==> src/rtl/ex_branch_ctrl.sv <==
// Execute-stage branch resolution: registered PC redirect, IF/ID squash for
// FLUSH_CYCLES advancing cycles, misaligned-target flag and branch statistics.
//
// state       | meaning
// ------------+-------------------------------------------------------------
// ST_IDLE     | no redirect in flight; EX branches/jumps are resolved
// ST_REDIRECT | pc_sel asserted for one advancing cycle, IF/ID squashed
// ST_FLUSH    | remaining FLUSH_CYCLES-1 squash cycles, EX inputs ignored
module ex_branch_ctrl #(
  parameter int unsigned FLUSH_CYCLES = 2
) (
  input  logic        clk,
  input  logic        rst,
  input  logic        stall,
  input  logic        EX_valid,
  input  logic        EX_branch,
  input  logic        EX_jump,
  input  logic        EX_cond,
  input  logic [31:0] EX_bpc,
  input  logic [31:0] EX_npc,
  output logic        pc_sel,
  output logic [31:0] pc_target,
  output logic        IF_flush,
  output logic        ID_flush,
  output logic        addr_err,
  output logic        br_busy,
  output logic [15:0] br_cnt,
  output logic [15:0] taken_cnt
);

  typedef enum logic [1:0] {
    ST_IDLE     = 2'd0,
    ST_REDIRECT = 2'd1,
    ST_FLUSH    = 2'd2
  } state_t;

  state_t      state, state_nxt;
  logic [3:0]  cnt, cnt_nxt;

  logic        resolve, taken, misaligned, accept, npc_tap;
  logic        pc_sel_nxt, flush_nxt, addr_err_nxt;
  logic [31:0] pc_target_nxt;
  logic [15:0] br_cnt_nxt, taken_cnt_nxt;

  // The fall-through PC is only a debug tap; fold it in as a tautology so it
  // stays a live input without affecting behaviour.
  assign npc_tap    = (^EX_npc) | 1'b1;
  assign resolve    = (state == ST_IDLE) & EX_valid & (EX_branch | EX_jump) & ~stall & npc_tap;
  assign taken      = resolve & (EX_jump | EX_cond);
  assign misaligned = |EX_bpc[1:0];
  assign accept     = taken & ~misaligned;

  always_ff @(posedge clk or posedge rst) begin
    if (rst) begin
      state     <= ST_IDLE;
      cnt       <= '0;
      pc_sel    <= 1'b0;
      IF_flush  <= 1'b0;
      ID_flush  <= 1'b0;
      br_busy   <= 1'b0;
      addr_err  <= 1'b0;
      pc_target <= '0;
      br_cnt    <= '0;
      taken_cnt <= '0;
    end else begin
      state     <= state_nxt;
      cnt       <= cnt_nxt;
      pc_sel    <= pc_sel_nxt;
      IF_flush  <= flush_nxt;
      ID_flush  <= flush_nxt;
      br_busy   <= flush_nxt;
      addr_err  <= addr_err_nxt;
      pc_target <= pc_target_nxt;
      br_cnt    <= br_cnt_nxt;
      taken_cnt <= taken_cnt_nxt;
    end
  end

  always_comb begin
    state_nxt = state;
    cnt_nxt   = cnt;
    if (!stall) begin
      case (state)
        ST_IDLE: begin
          if (accept) state_nxt = ST_REDIRECT;
        end
        ST_REDIRECT: begin
          if (FLUSH_CYCLES <= 1) begin
            state_nxt = ST_IDLE;
          end else begin
            state_nxt = ST_FLUSH;
            cnt_nxt   = 4'(FLUSH_CYCLES - 1);
          end
        end
        ST_FLUSH: begin
          cnt_nxt = cnt - 4'd1;
          if (cnt == 4'd1) state_nxt = ST_IDLE;
        end
        default: state_nxt = ST_IDLE;
      endcase
    end
  end

  // Next values of the registered outputs; under stall state_nxt == state,
  // so every output naturally holds.
  always_comb begin
    pc_sel_nxt    = (state_nxt == ST_REDIRECT);
    flush_nxt     = (state_nxt != ST_IDLE);
    addr_err_nxt  = stall ? addr_err : (taken & misaligned);
    pc_target_nxt = accept ? EX_bpc : pc_target;
    br_cnt_nxt    = resolve ? br_cnt + 16'd1 : br_cnt;
    taken_cnt_nxt = accept ? taken_cnt + 16'd1 : taken_cnt;
  end

endmodule
==> config.mk <==
export PLATFORM = sky130hd
export DESIGN_NAME = ex_branch_ctrl
export DESIGN_NICKNAME = d
export VERILOG_FILES = /design/src/rtl/ex_branch_ctrl.sv
export SDC_FILE = /design/constraint.sdc
export NUM_CORES = 1
export LEC_CHECK = 0
export CORE_MARGIN = 4
export CORE_UTILIZATION = 40
export DETAILED_ROUTE_END_ITERATION = 6
export DONT_BUFFER_PORTS = 1
export GPL_ROUTABILITY_DRIVEN = 0
export GPL_TIMING_DRIVEN = 0
export PLACE_DENSITY = 0.57
export SYNTH_ARGS = -nofsm -noshare
export SYNTH_HDL_FRONTEND = slang
export SYNTH_SLANG_ARGS = --single-unit
==> constraint.sdc <==
create_clock -name clk -period 5.65 [get_ports clk]
set_input_delay 0.8475 -clock clk [delete_from_list [all_inputs] [get_ports clk]]
set_output_delay 0.8475 -clock clk [all_outputs]
set_load 0.02 [all_outputs]
== Word level (Yosys, flattened, before mapping) ==
Index checks and enable logic that the tools add are counted.

* Add/sub/neg operators: 3
* Multiply operators: 0
* Divide/modulo/power cells: 0
* Magnitude comparators: 0
* Equality and inequality tests: 4
* Shifts and indexed selects: 0
* Muxes and demuxes: 5
* Bitwise logic cells: 10
* Reductions and logical operators: 5

{| class="wikitable"
|+ Operators with widths
! operator !! count
|-
| adder 16 x 1 -> 16 bit, second input constant || 2
|-
| case mux 4 bit (2 select lines) || 1
|-
| AND 1 bit || 6
|-
| two-way mux 2 bit || 3
|-
| case mux 2 bit (3 select lines) || 1
|-
| == test 2 x 1 -> 1 bit, second input constant || 2
|-
| == test 4 x 1 -> 1 bit, second input constant || 1
|-
| nonzero test 2 bit || 2
|-
| subtractor 4 x 1 -> 4 bit, second input constant || 1
|-
| == test 2 bit, second input constant || 1
|-
| logical NOT 2 bit || 1
|-
| NOT 1 bit || 2
|-
| OR 1 bit || 2
|-
| AND reduction 2 bit || 1
|-
| OR reduction 2 bit || 1
|}

* Register bits: 73
* Bits in latches: 0
* Memory bits (writable): 0
* ROM bits: 0
* Input port bits: 71
* Output and inout bits: 69
* Logic and storage cells: 35
* Memories kept: 0

== Logic depth before layout (Yosys ltp) ==
Gate-level depths: netlist of run 1.

* Depth after elaboration: 10
* Depth in mapped cells: 8
* Gate-level depth less buffers: 6

== Worst setup path after synthesis of run 1 ==
Ideal clock, no wire load.

* Path kind: in2reg
* From: in stall
* To: reg pc_target[14]
* Setup time: 125 ps
* Arrival time: 2062 ps
* Required time: 5525 ps
* Path slack: 3463 ps
* Stages on the path: 5
* Buffers on the path: 2
* Cell sequence: nand3b_4 > nor4_2 > buf_2 > buf_2 > mux2_2

* Word-level cells in the longest chain between the ends: 4

{| class="wikitable"
|+ Ends and longest elaborated chain
! what !! RTL line !! RTL
|-
| from (decl) || 14 || <nowiki>input logic stall,</nowiki>
|-
| NOT 1 bit (no source line) || -- ||
|-
| AND 1 bit || 48 || <nowiki>assign resolve = (state == ST_IDLE) & EX_valid & (EX_branch | EX_jump) & ~stall & npc_tap;</nowiki>
|-
| AND 1 bit || 49 || <nowiki>assign taken = resolve & (EX_jump | EX_cond);</nowiki>
|-
| AND 1 bit || 51 || <nowiki>assign accept = taken & ~misaligned;</nowiki>
|-
| to (signal assigned) || 73 || <nowiki>pc_target <= pc_target_nxt;</nowiki>
|-
| to (decl) || 22 || <nowiki>output logic [31:0] pc_target,</nowiki>
|}

No other way between the ends.
A chain may end at the register's enable or synchronous reset.

== Worst setup path after layout of run 1 ==
* From: reg state[1]
* To: reg pc_target[14]

* Word-level cells in the longest chain between the ends: 6

{| class="wikitable"
|+ Ends and longest elaborated chain
! what !! RTL line !! RTL
|-
| from (decl) || 37 || <nowiki>state_t state, state_nxt;</nowiki>
|-
| from (signal assigned) || 66 || <nowiki>state <= state_nxt;</nowiki>
|-
| logical NOT 2 bit || 48 ||
|-
| AND 1 bit (3 in a row) || 48 ||
|-
| AND 1 bit || 49 ||
|-
| AND 1 bit || 51 ||
|}

No other way between the ends.

==> metrics.md, run 1 <==
| Metric | Value |
|---|---|
| Core box area | `around 7800 µm²` |
| Min Tclk post-route | `between 2000 and 2500 ps` |
| Initial drt markers | `between 50 and 60` |
| ANT cells | `0` |
| Part of the cycle the worst path needs | `about 43%` |
| Async set or reset register ratio after synthesis | `100%` |
| Main synth FF type | `dfrtp_1` |
| Vias in the first global route | `2016` |
| Final setup fails | `0` |
| Max FO, Critical Path | `10` |
| Peak VDD IR | `~0.19 mV` |
| DRC | `0` |
| CP max-delay cell | `dfrtp_1` |
| Post-synth EDFFs | `0` |
| First-pass GRT wire length | `~11 mm` |
| Worst skew pair latency | `roughly 340 ps` |
| Synth Area per Inst | `~12 µm²` |
| Flop pwr share | `between 50 and 60%` |
| Arr. time, crit path | `2640 ps` |
| Logic gate share of total power | `about 14%` |
| Highest cell delay on the worst timing path | `440 ps` |
| GRT overflow | `0` |
| Fin. Hold Viols | `0` |
| CTS tree | `done` |
| Final setup TNS | `0 ps` |
| Post-CTS sizing | `0` |
| P_leak | `approximately 1.6 nW` |
| Clock tree buffer depth | `2` |
| Placement Rows | `32` |
| CP Capture Type | `flip-flop` |
| Synth cell types | `38` |
| Initial Utilization | `between 40% and 50%` |
| Worst-margin pin slew | `just over 800 ps` |
| Metal-1 WL | `2.52 mm` |
| Max Slew Vio Count | `0` |
| Max_slew headroom | `roughly 45%` |
| Startpoint Class | `flip-flop` |
| Clk slew on worst S/H paths | `80 ps` |
| Worst setup path class | `reg -> reg` |
| Layout Cell Area excl Fill | `around 3600 µm²` |
| Clock Power Share | `approximately 28%` |
| Routed wire per std cell | `approximately 17 µm` |
| Layout fillers | `between 700 and 800` |
| Max-cap viol count | `0` |
| Switching share of power | `35.3%` |
| Synth warnings | `0` |
| Met3 wire len | `518 µm` |
| Share of cells above drive strength 1 | `a little under a quarter` |
| Top Ports | `between 100 and 150` |
| CTS buffer count | `9` |
| Port buffer count | `0` |
| CP dominant cell by count | `buf_2` |
| Worst Path Required | `5870 ps` |
| Vias/cell | `5.21` |
| Seq cells post-synth | `73` |
| Pint | `approximately 0.96 mW` |
| Synth Instances | `257` |
| Met2 wire length | `3.17 mm` |
| Layout Area Growth over Synthesis | `11.3%` |
| Crit path buf inv count | `3` |
| Width of the die | `97.5 µm` |
| Post-CTS Repair Setup Buffers | `0` |
| Dpl cell area | `3360 µm²` |
| Layout Nets | `between 300 and 400` |
| Total track usage | `14.1%` |
| Initial antenna violation count | `1` |
| Fmax | `415 MHz` |
| Die area | `about 9500 µm²` |
| Sequential area share after synthesis | `a little under three fifths` |
| Vias | `roughly 2.0k` |
| Largest delay share family, worst path | `buffers and inverters` |
| Detail Placement HPWL | `approximately 4.7 mm` |
| Status | `complete, no violations` |
| Hold buffer count at cts | `0` |
| Largest net degree at the start of global routing | `45` |
| Highest metal used | `met5` |
| Cell area after synthesis | `3200 µm²` |
| Min-Delay Path Class | `in -> async` |
| NetSw | `approximately 0.53 mW` |
| Crit-path cells | `inv_1 -> ha_1 -> nand3b_4 -> nor4_2 -> buf_2 -> buf_2 -> mux2_2` |
| Clk_skew | `9.59 ps` |
| RSZ-0062 raised after global routing | `false` |
| First-pass DRT Iterations | `4` |
| Most frequent cells in the layout | `dfrtp_1, mux2_2, nand2_1, xnor2_1` |
| Routed WL | `approximately 6.4 mm` |
| PD cells | `around 420 nW/µm²` |
| Root Driver | `clkbuf_8` |
| Die Height | `between 90 and 100 µm` |
| Syn_nets | `roughly 340` |
| CTS sink cnt | `73` |
| Post-DRT Antenna Nets | `0` |
| # H-tree levels | `3` |
| Commonest non-fill, non-tap cell in the layout | `dfrtp_1` |
-- worst reg2reg max path, stage by stage (launching register included) --
cell      delay, ps
dfrtp_1         440
inv_1           140
ha_1            250
nand3b_4        170
nor4_2          350
buf_2           330
buf_2           270
mux2_2          350
-- final timing paths --
path,start,end,slack [ps],depth (start not counted)
max,state[1],pc_target[14],3240,7
min in group clk,cnt[1],cnt[1],500,2
max in group asynchronous,rst,addr_err,4740,2
min reg2reg,cnt[1],cnt[1],500,2
min,rst,pc_target[29],360,1
max reg2reg,state[1],pc_target[14],3240,7
-- logic make-up after synthesis --
logic type | share of synthesized area, %
simple gates | 14.1
flops | 57.1
mux | 10.9
xor+xnor | 8.21
compound gates | 3.91
buf+inv | 2.70
fa+ha+maj | 3.13
-- power by group through the flow --
stage / clock [mW] / combinational, mW / sequential [mW]
2_1_floorplan: 0 / 0.178 / 0.847
3_3_place_gp: 0 / 0.200 / 0.884
3_5_place_dp: 0 / 0.209 / 0.885
4_1_cts: 0.425 / 0.209 / 0.875
5_1_grt: 0.453 / 0.237 / 0.889
6_report: 0.412 / 0.205 / 0.871
-- layout make-up --
class	count	area, µm²	share of cell area (%)
clock buffers	10	138	3.86
clock inverters	6	66.3	1.86
plain buffers	9	48.8	1.37
repair buffers	1	27.5	0.772
well taps	102	128	3.58
inverters	10	40.0	1.12
multi-input cells	165	1290	36.2
flip-flops and latches	73	1830	51.3
-- through the flow --
stage / util, % / setup WS [ps] / instances / power [mW] / hold WS, ps
floorplan: - / 2950 / 257 / 1.03 / 464
global placement: 42.9 / 2120 / 359 / 1.08 / 483
detailed placement: 43.3 / 3100 / 360 / 1.09 / 495
CTS: 45.9 / 3160 / 376 / 1.51 / 367
global route: 45.9 / 3040 / 376 / 1.58 / 371
finish: 45.9 / 3240 / 376 / 1.49 / 364
-- routing by layer --
| layer | GRT usage [%] | vias to the layer above |
|---|---|---|
| met5 | 0 | - |
| met4 | 6.71 | 2 |
| met3 | 5.67 | 15 |
| met2 | 22.4 | 59 |
| met1 | 16.6 | 962 |
| li1 | - | 920 |
-- cell usage after synthesis, types with 3 or more instances --
cell | count | area [µm²]
and2_1 | 3 | 18.8
buf_2 | 6 | 30.0
dfrtp_1 | 73 | 1830
ha_1 | 8 | 100
inv_1 | 10 | 37.5
mux2_2 | 31 | 349
nand2_1 | 19 | 71.3
nand3_1 | 9 | 45.0
nand4_1 | 8 | 50.1
nor2_1 | 11 | 41.3
nor3_1 | 5 | 25.0
nor4_2 | 3 | 37.5
o21ai_0 | 10 | 50.1
xnor2_1 | 19 | 166
xor2_1 | 11 | 96.3
-- state kept, by name, indices dropped and copies added (netlist names) --
register,cells
pc_target,32
br_cnt,16
cnt,4
addr_err,1
br_busy,1
taken_cnt,16
state,2
pc_sel,1
(Power assumes the default switching activity.)
==> run 2: changes to the inputs <==
Settings changed: PLACE_DENSITY 0.57 to 0.59.
Clock period 5.65 ns to 2 ns, I/O delays scaled along.
==> metrics.md, run 2 (synthesis results as in run 1) <==
| Metric | Value |
|---|---|
| Fin cells | `386 (was 376)` |
| Layout Nets | `358 (was 348)` |
| Worst setup path class | `reg -> reg (unchanged)` |
| Clock tree buffer depth | `2 (unchanged)` |
| P_leak | `1.69 nW (was 1.58 nW)` |
| Die Height | `97.5 µm (unchanged)` |
| Place WS | `-379 ps (was 3100 ps)` |
| Detail Placement HPWL | `4.68 mm (was 4.73 mm)` |
| Largest register FFs | `32 (unchanged)` |
| Clk_skew | `5.76 ps (was 9.59 ps)` |
| Share of cells above drive strength 1 | `29.2% (was 23.7%)` |
| Total track usage | `14.3% (was 14.1%)` |
| Die area | `9500 µm² (unchanged)` |
| Reg-to-reg critical path startpoint | `state[1] (unchanged)` |
| Most frequent cells in the layout | `dfrtp_1, mux2_2, nand2_1, xnor2_1 (unchanged)` |
| Initial Utilization | `41.2% (unchanged)` |
| CTS buffer count | `9 (unchanged)` |
| Status | `complete, no violations (unchanged)` |
| Final WS setup | `59.7 ps (was 3240 ps)` |
| Largest delay share family, worst path | `simple AND/OR/NAND/NOR gates (was buffers and inverters)` |
| PD cells | `1110 nW/µm² (was 418 nW/µm²)` |
| Fin. Hold Viols | `0 (unchanged)` |
| CP max-delay cell | `or4_4 (was dfrtp_1)` |
| Startpoint Class | `flip-flop (unchanged)` |
| Max-cap viol count | `0 (unchanged)` |
| Initial antenna violation count | `0 (was 1)` |
| Worst-margin pin slew | `805 ps (was 825 ps)` |
| CTS tree | `done (unchanged)` |
| Initial drt markers | `50 (was 56)` |
| Root Driver | `clkbuf_8 (unchanged)` |
| Core box area | `7770 µm² (unchanged)` |
| Port buffer count | `0 (unchanged)` |
| Routed WL | `6.52 mm (was 6.37 mm)` |
| Post-DRT Antenna Nets | `0 (unchanged)` |
| Sink of the worst hold path | `addr_err` |
| Vias in the first global route | `2062 (was 2016)` |
| Biggest regs | `pc_target: 32 flops, br_cnt: 16 flops, taken_cnt: 16 flops (unchanged)` |
| Hold path depth | `2` |
| R2R depth | `7 (unchanged)` |
| Crit path from | `state[1] (unchanged)` |
| Layout Area Growth over Synthesis | `16.4% (was 11.3%)` |
| Layout Cell Area excl Fill | `3730 µm² (was 3560 µm²)` |
| Crit-path cells | `inv_2 -> ha_4 -> nand3b_4 -> or4_4 -> buf_6 -> nor4_4 -> xor2_1 (was inv_1 -> ha_1 -> nand3b_4 -> nor4_2 -> buf_2 -> buf_2 -> mux2_2)` |
| Max FO, Critical Path | `8 (was 10)` |
| Width of the die | `97.5 µm (unchanged)` |
| ANT cells | `0 (unchanged)` |
| R2R setup slack | `60 ps (was 3240 ps)` |
| Part of the cycle the worst path needs | `97.0% (was 42.7%)` |
| Final setup TNS | `0 ps (unchanged)` |
| Top Ports | `140 (unchanged)` |
| Arr. time, crit path | `2210 ps (was 2640 ps)` |
| Vias/cell | `5.21 (about the same)` |
| Max Slew Vio Count | `0 (unchanged)` |
| DRC | `0 (unchanged)` |
| Fmax | `515 MHz (was 415 MHz)` |
| Dpl cell area | `3360 µm² (about the same)` |
| Overall power | `4.15 mW (was 1.49 mW)` |
| CTS sink cnt | `73 (unchanged)` |
| First-pass GRT wire length | `10.8 mm (was 10.6 mm)` |
| Hold Startpoint | `stall` |
| Vias | `2012 (was 1958)` |
| Worst Path Required | `2270 ps (was 5870 ps)` |
| Routed wire per std cell | `16.9 µm (about the same)` |
| Placement Rows | `32 (unchanged)` |
| Placed instance count | `360 (unchanged)` |
| Commonest non-fill, non-tap cell in the layout | `dfrtp_1 (unchanged)` |
| Min-Delay Path Class | `in -> reg (was in -> async)` |
| Largest net degree at the start of global routing | `40 (was 45)` |
| Max_slew headroom | `46.2% (was 44.5%)` |
| RR Endpoint | `taken_cnt[12] (was pc_target[14])` |
| # H-tree levels | `3 (unchanged)` |
| CP Capture Type | `flip-flop (unchanged)` |
| GRT overflow | `0 (unchanged)` |
| Final Util | `48.0% (was 45.9%)` |
| Biggest register | `pc_target (unchanged)` |
| RSZ-0062 raised after global routing | `true (was false)` |
| Highest cell delay on the worst timing path | `500 ps (was 440 ps)` |
| Min Tclk post-route | `1940 ps (was 2410 ps)` |
| Hold slack | `74.8 ps (was 364 ps)` |
| Worst skew pair latency | `340 ps (about the same)` |
| Peak VDD IR | `0.608 mV (was 0.189 mV)` |
| First-pass DRT Iterations | `4 (unchanged)` |
| Crit path buf inv count | `2 (was 3)` |
| Final setup fails | `0 (unchanged)` |
| Clk slew on worst S/H paths | `70 ps (was 80 ps)` |
[run 2: cell count changes in the layout (fill, tap and decap cells not counted), moves of 2 or more]
cell / previous run / this run
buf_12: 0 / 2
buf_2: 6 / 2
buf_4: 2 / 11
buf_6: 0 / 3
clkinv_2: 1 / 3
inv_1: 9 / 7
inv_2: 0 / 2
nor4_1: 2 / 0
nor4_2: 3 / 1
nor4_4: 1 / 5
[run 2: where the power goes]
part           internal, mW  switching, mW
Combinational         0.361          0.288
Sequential             1.79          0.665
Clock                 0.511          0.538
[run 2: worst max-delay path by stage]
stage          cells past startpoint            end  slack (ps)
2_1_floorplan                      7  taken_cnt[15]         0.1
3_3_place_gp                       7  pc_target[14]        -380
3_5_place_dp                       7  pc_target[14]        -380
4_1_cts                            5  taken_cnt[15]           4
5_1_grt                            7  taken_cnt[12]         -50
6_report                           7  taken_cnt[12]          60
[run 2: layout make-up]
class,instances,area (µm²)
clock buffers,11,151
multi-input cells,165,1370
plain buffers,9,70.1
well taps,102,128
fillers,706,4040
clock inverters,5,30.0
inverters,10,41.3
flip-flops and latches,73,1830
repair buffers,11,110
[run 2: what timing repair did]
action,in CTS,in global routing
buffers inserted,4,5
hold buffers,1,0
pin swaps,1,4
endpoints found under the setup margin,58,19
gates resized for setup,11,11
endpoints found under the hold margin,34,0
[run 2: worst reg2reg max path: cells and delay by family, from the launching register on]
kind | cells | cell delay [ps]
buf+inv | 2 | 250
simple gates | 3 | 910
xor+xnor | 1 | 160
flops | 1 | 410
fa+ha+maj | 1 | 150
[run 2: routing by layer]
layer / track usage (%) / up-vias / wire length [µm]
met5: 0 / - / 0
met4: 6.39 / 0 / 114
met3: 6.03 / 9 / 565
met2: 22.0 / 68 / 3080
met1: 17.5 / 998 / 2760
li1: - / 937 / -
==> run 3: changes to the inputs <==
Settings changed: ABC_AREA set to 1, CORE_UTILIZATION 40 to 25, PLACE_DENSITY 0.59 to 0.43.
==> metrics.md, run 3 <==
| Metric | Value |
|---|---|
| Status | `complete, no violations (unchanged)` |
| Worst skew pair latency | `340 ps (about the same)` |
| Max-cap viol count | `0 (unchanged)` |
| Count leader, synth | `nand2_1 (was dfrtp_1)` |
| Routed WL | `8.82 mm (was 6.52 mm)` |
| Startpoint Class | `flip-flop (unchanged)` |
| XOR/XNOR Fraction of Synth Area | `5.52% (was 8.21%)` |
| Largest register FFs | `32 (unchanged)` |
| First-pass GRT wire length | `14.5 mm (was 10.8 mm)` |
| Worst Path Required | `2230 ps (was 2270 ps)` |
| Seq cells post-synth | `73 (unchanged)` |
| Sequential area share after synthesis | `52.3% (was 57.1%)` |
| Synth Area per Inst | `8.35 µm² (was 12.5 µm²)` |
| Mux contribution to synthesized area | `0% (was 10.9%)` |
| Overall power | `5.97 mW (was 4.15 mW)` |
| Max_slew headroom | `47.2% (was 46.2%)` |
| Main synth FF type | `dfrtp_1 (unchanged)` |
| Synth Instances | `418 (was 257)` |
| Max Slew Vio Count | `0 (unchanged)` |
| Crit path from | `state[1] (unchanged)` |
| Met2 wire length | `4.02 mm (was 3.08 mm)` |
| Initial antenna violation count | `0 (unchanged)` |
| Total track usage | `11.5% (was 14.3%)` |
| Root Driver | `clkbuf_16 (was clkbuf_8)` |
| Syn_nets | `497 (was 336)` |
| Async set or reset register ratio after synthesis | `100% (unchanged)` |
| Biggest regs | `pc_target: 32 flops, br_cnt: 16 flops, taken_cnt: 16 flops (unchanged)` |
| # H-tree levels | `3 (unchanged)` |
| Most frequent cells in the layout | `nand2_1, dfrtp_1, inv_1, nor2_1, nand3_1 (was dfrtp_1, mux2_2, nand2_1, xnor2_1)` |
| Share of cells above drive strength 1 | `9.40% (was 29.2%)` |
| Top cells by area, synth | `dfrtp_1, nand2_1, xor2_1, inv_1, nor2_1 (was dfrtp_1, mux2_2, xnor2_1, ha_1, xor2_1)` |
| Synth Area in Simple Gates | `29.1% (was 14.1%)` |
| Die Height | `126 µm (was 97.5 µm)` |
| Min Tclk post-route | `1820 ps (was 1940 ps)` |
| Commonest non-fill, non-tap cell in the layout | `nand2_1 (was dfrtp_1)` |
| Top Ports | `140 (unchanged)` |
| P_leak | `2.00 nW (was 1.69 nW)` |
| GRT overflow | `0 (unchanged)` |
| ANT cells | `0 (unchanged)` |
| Fmax | `550 MHz (was 515 MHz)` |
| Max FO, Critical Path | `10 (was 8)` |
| CTS tree | `done (unchanged)` |
| Synth cell types | `28 (was 38)` |
| Detail Placement HPWL | `6.69 mm (was 4.68 mm)` |
| Arr. time, crit path | `2050 ps (was 2210 ps)` |
| Top cell type by total area after synthesis | `dfrtp_1 (unchanged)` |
| Synth warnings | `0 (unchanged)` |
| Reg-to-reg critical path startpoint | `state[1] (unchanged)` |
| Vias | `2655 (was 2012)` |
| Final setup TNS | `0 ps (unchanged)` |
| Min-Delay Path Class | `in -> reg (unchanged)` |
| CTS buffer count | `9 (unchanged)` |
| Biggest register | `pc_target (unchanged)` |
| CP Capture Type | `flip-flop (unchanged)` |
| Vias in the first global route | `2664 (was 2062)` |
| Width of the die | `126 µm (was 97.5 µm)` |
| Synth Area in Compound Gates | `3.62% (was 3.91%)` |
| Highest metal used | `met4 (unchanged)` |
| Initial drt markers | `93 (was 50)` |
| PD cells | `1460 nW/µm² (was 1110 nW/µm²)` |
| Final setup fails | `0 (unchanged)` |
| Placement Rows | `42 (was 32)` |
| Fin. Hold Viols | `0 (unchanged)` |
| Post-synth top cells | `nand2_1, dfrtp_1, inv_1 (was dfrtp_1, mux2_2, nand2_1, xnor2_1)` |
| Die area | `15900 µm² (was 9500 µm²)` |
| RSZ-0062 raised after global routing | `false (was true)` |
| Clk slew on worst S/H paths | `60 ps (was 70 ps)` |
| Layout fillers | `1442 (was 706)` |
| First-pass DRT Iterations | `4 (unchanged)` |
| Worst-margin pin slew | `791 ps (was 805 ps)` |
| Routed wire per std cell | `14.4 µm (was 16.9 µm)` |
| Peak VDD IR | `0.460 mV (was 0.608 mV)` |
| Layout Area Growth over Synthesis | `16.8% (was 16.4%)` |
| Part of the cycle the worst path needs | `91.0% (was 97.0%)` |
| Largest family of logic cells by synthesized area | `simple AND/OR/NAND/NOR gates (unchanged)` |
| Port buffer count | `0 (unchanged)` |
| Worst setup path class | `reg -> reg (unchanged)` |
| Hold Startpoint | `EX_bpc[8] (was stall)` |
| Final WS setup | `181 ps (was 59.7 ps)` |
| Post-DRT Antenna Nets | `0 (unchanged)` |
| Largest net degree at the start of global routing | `41 (was 40)` |
| Place WS | `66.1 ps (was -379 ps)` |
| Post-Synth Adder-Cell Area | `2.87% (was 3.13%)` |
| Layout Nets | `510 (was 358)` |
| Share of the synthesized area in the top cell type | `52.3% (was 57.1%)` |
| Metal-1 WL | `3.85 mm (was 2.76 mm)` |
| Vias/cell | `4.34 (was 5.21)` |
| Core box area | `13500 µm² (was 7770 µm²)` |
| Clock tree buffer depth | `2 (unchanged)` |
| Post-synth EDFFs | `0 (unchanged)` |
| Cell area after synthesis | `3490 µm² (was 3200 µm²)` |
| CTS sink cnt | `73 (unchanged)` |
| Initial Utilization | `25.9% (was 41.2%)` |
| DRC | `0 (unchanged)` |
| Met3 wire len | `874 µm (was 565 µm)` |
| Clk_skew | `5.96 ps (was 5.76 ps)` |
## run 3: per-stage QoR
step                      instance area (µm²)  instances  utilization, %  hold slack (ps)
final                                    4080        612            30.3             69.1
after global routing                     4080        612            30.3             48.6
after CTS                                4070        612            30.3             48.2
after detailed placement                 3730        595            27.8              365
after global placement                   3710        594            27.6              413
after floorplan                          3490        418               -              410
## run 3: final cells by class
class                           count  area (µm²)  area share, %
Sequential cell                    73        1830           44.8
Clock inverter                      7         101           2.49
Tap cell                          176         220           5.40
Buffer                             11        76.3           1.87
Inverter                           41         160           3.93
Clock buffer                        9         225           5.52
Timing Repair Buffer                2        30.0          0.736
Multi-Input combinational cell    293        1440           35.3
## run 3: worst max-delay path: stages, from the launching register on
cell     delay (ps)
dfrtp_1         450
inv_1           110
ha_2            200
nand2_1          90
nor2_4          150
nand4_4         170
buf_6           210
buf_2           190
nand2_1          90
nand2_1          60
## run 3: power by group
part           internal [mW]  total [mW]  switching [mW]
Combinational          0.431        1.06           0.630
Clock                   1.10        1.77           0.672
Sequential              1.99        3.14            1.15
Total                   3.52        5.97            2.45
## run 3: kinds of logic after synthesis
family | after synthesis
buffers and inverters | 52
adders and majority gates | 8
AOI/OAI and AO/OA | 23
DFF | 73
xor gates and xnor gates | 22
and+or+nand+nor | 240
## run 3: final timing paths
path                                  to  slack (ps)  depth (start not counted)
max in group asynchronous   taken_cnt[2]         760                          3
hold reg to reg                   cnt[0]         540                          1
setup / recovery           pc_target[26]         180                          9
setup reg to reg           pc_target[26]         180                          9
min in group asynchronous     br_cnt[15]         590                          2
hold / removal              pc_target[8]          70                          2
## run 3: per-layer routing
layer | up-vias | GRT usage (%)
li1 | 1335 | -
met1 | 1230 | 14.1
met2 | 83 | 17.6
met3 | 7 | 6.52
met4 | 0 | 3.03
met5 | - | 0
## run 3: repair_timing
action	in CTS	in global routing
resized for setup	0	5
buffers inserted	0	0
endpoints found under the hold margin	27	0
hold buffers	1	0
setup endpoints to repair	0	38
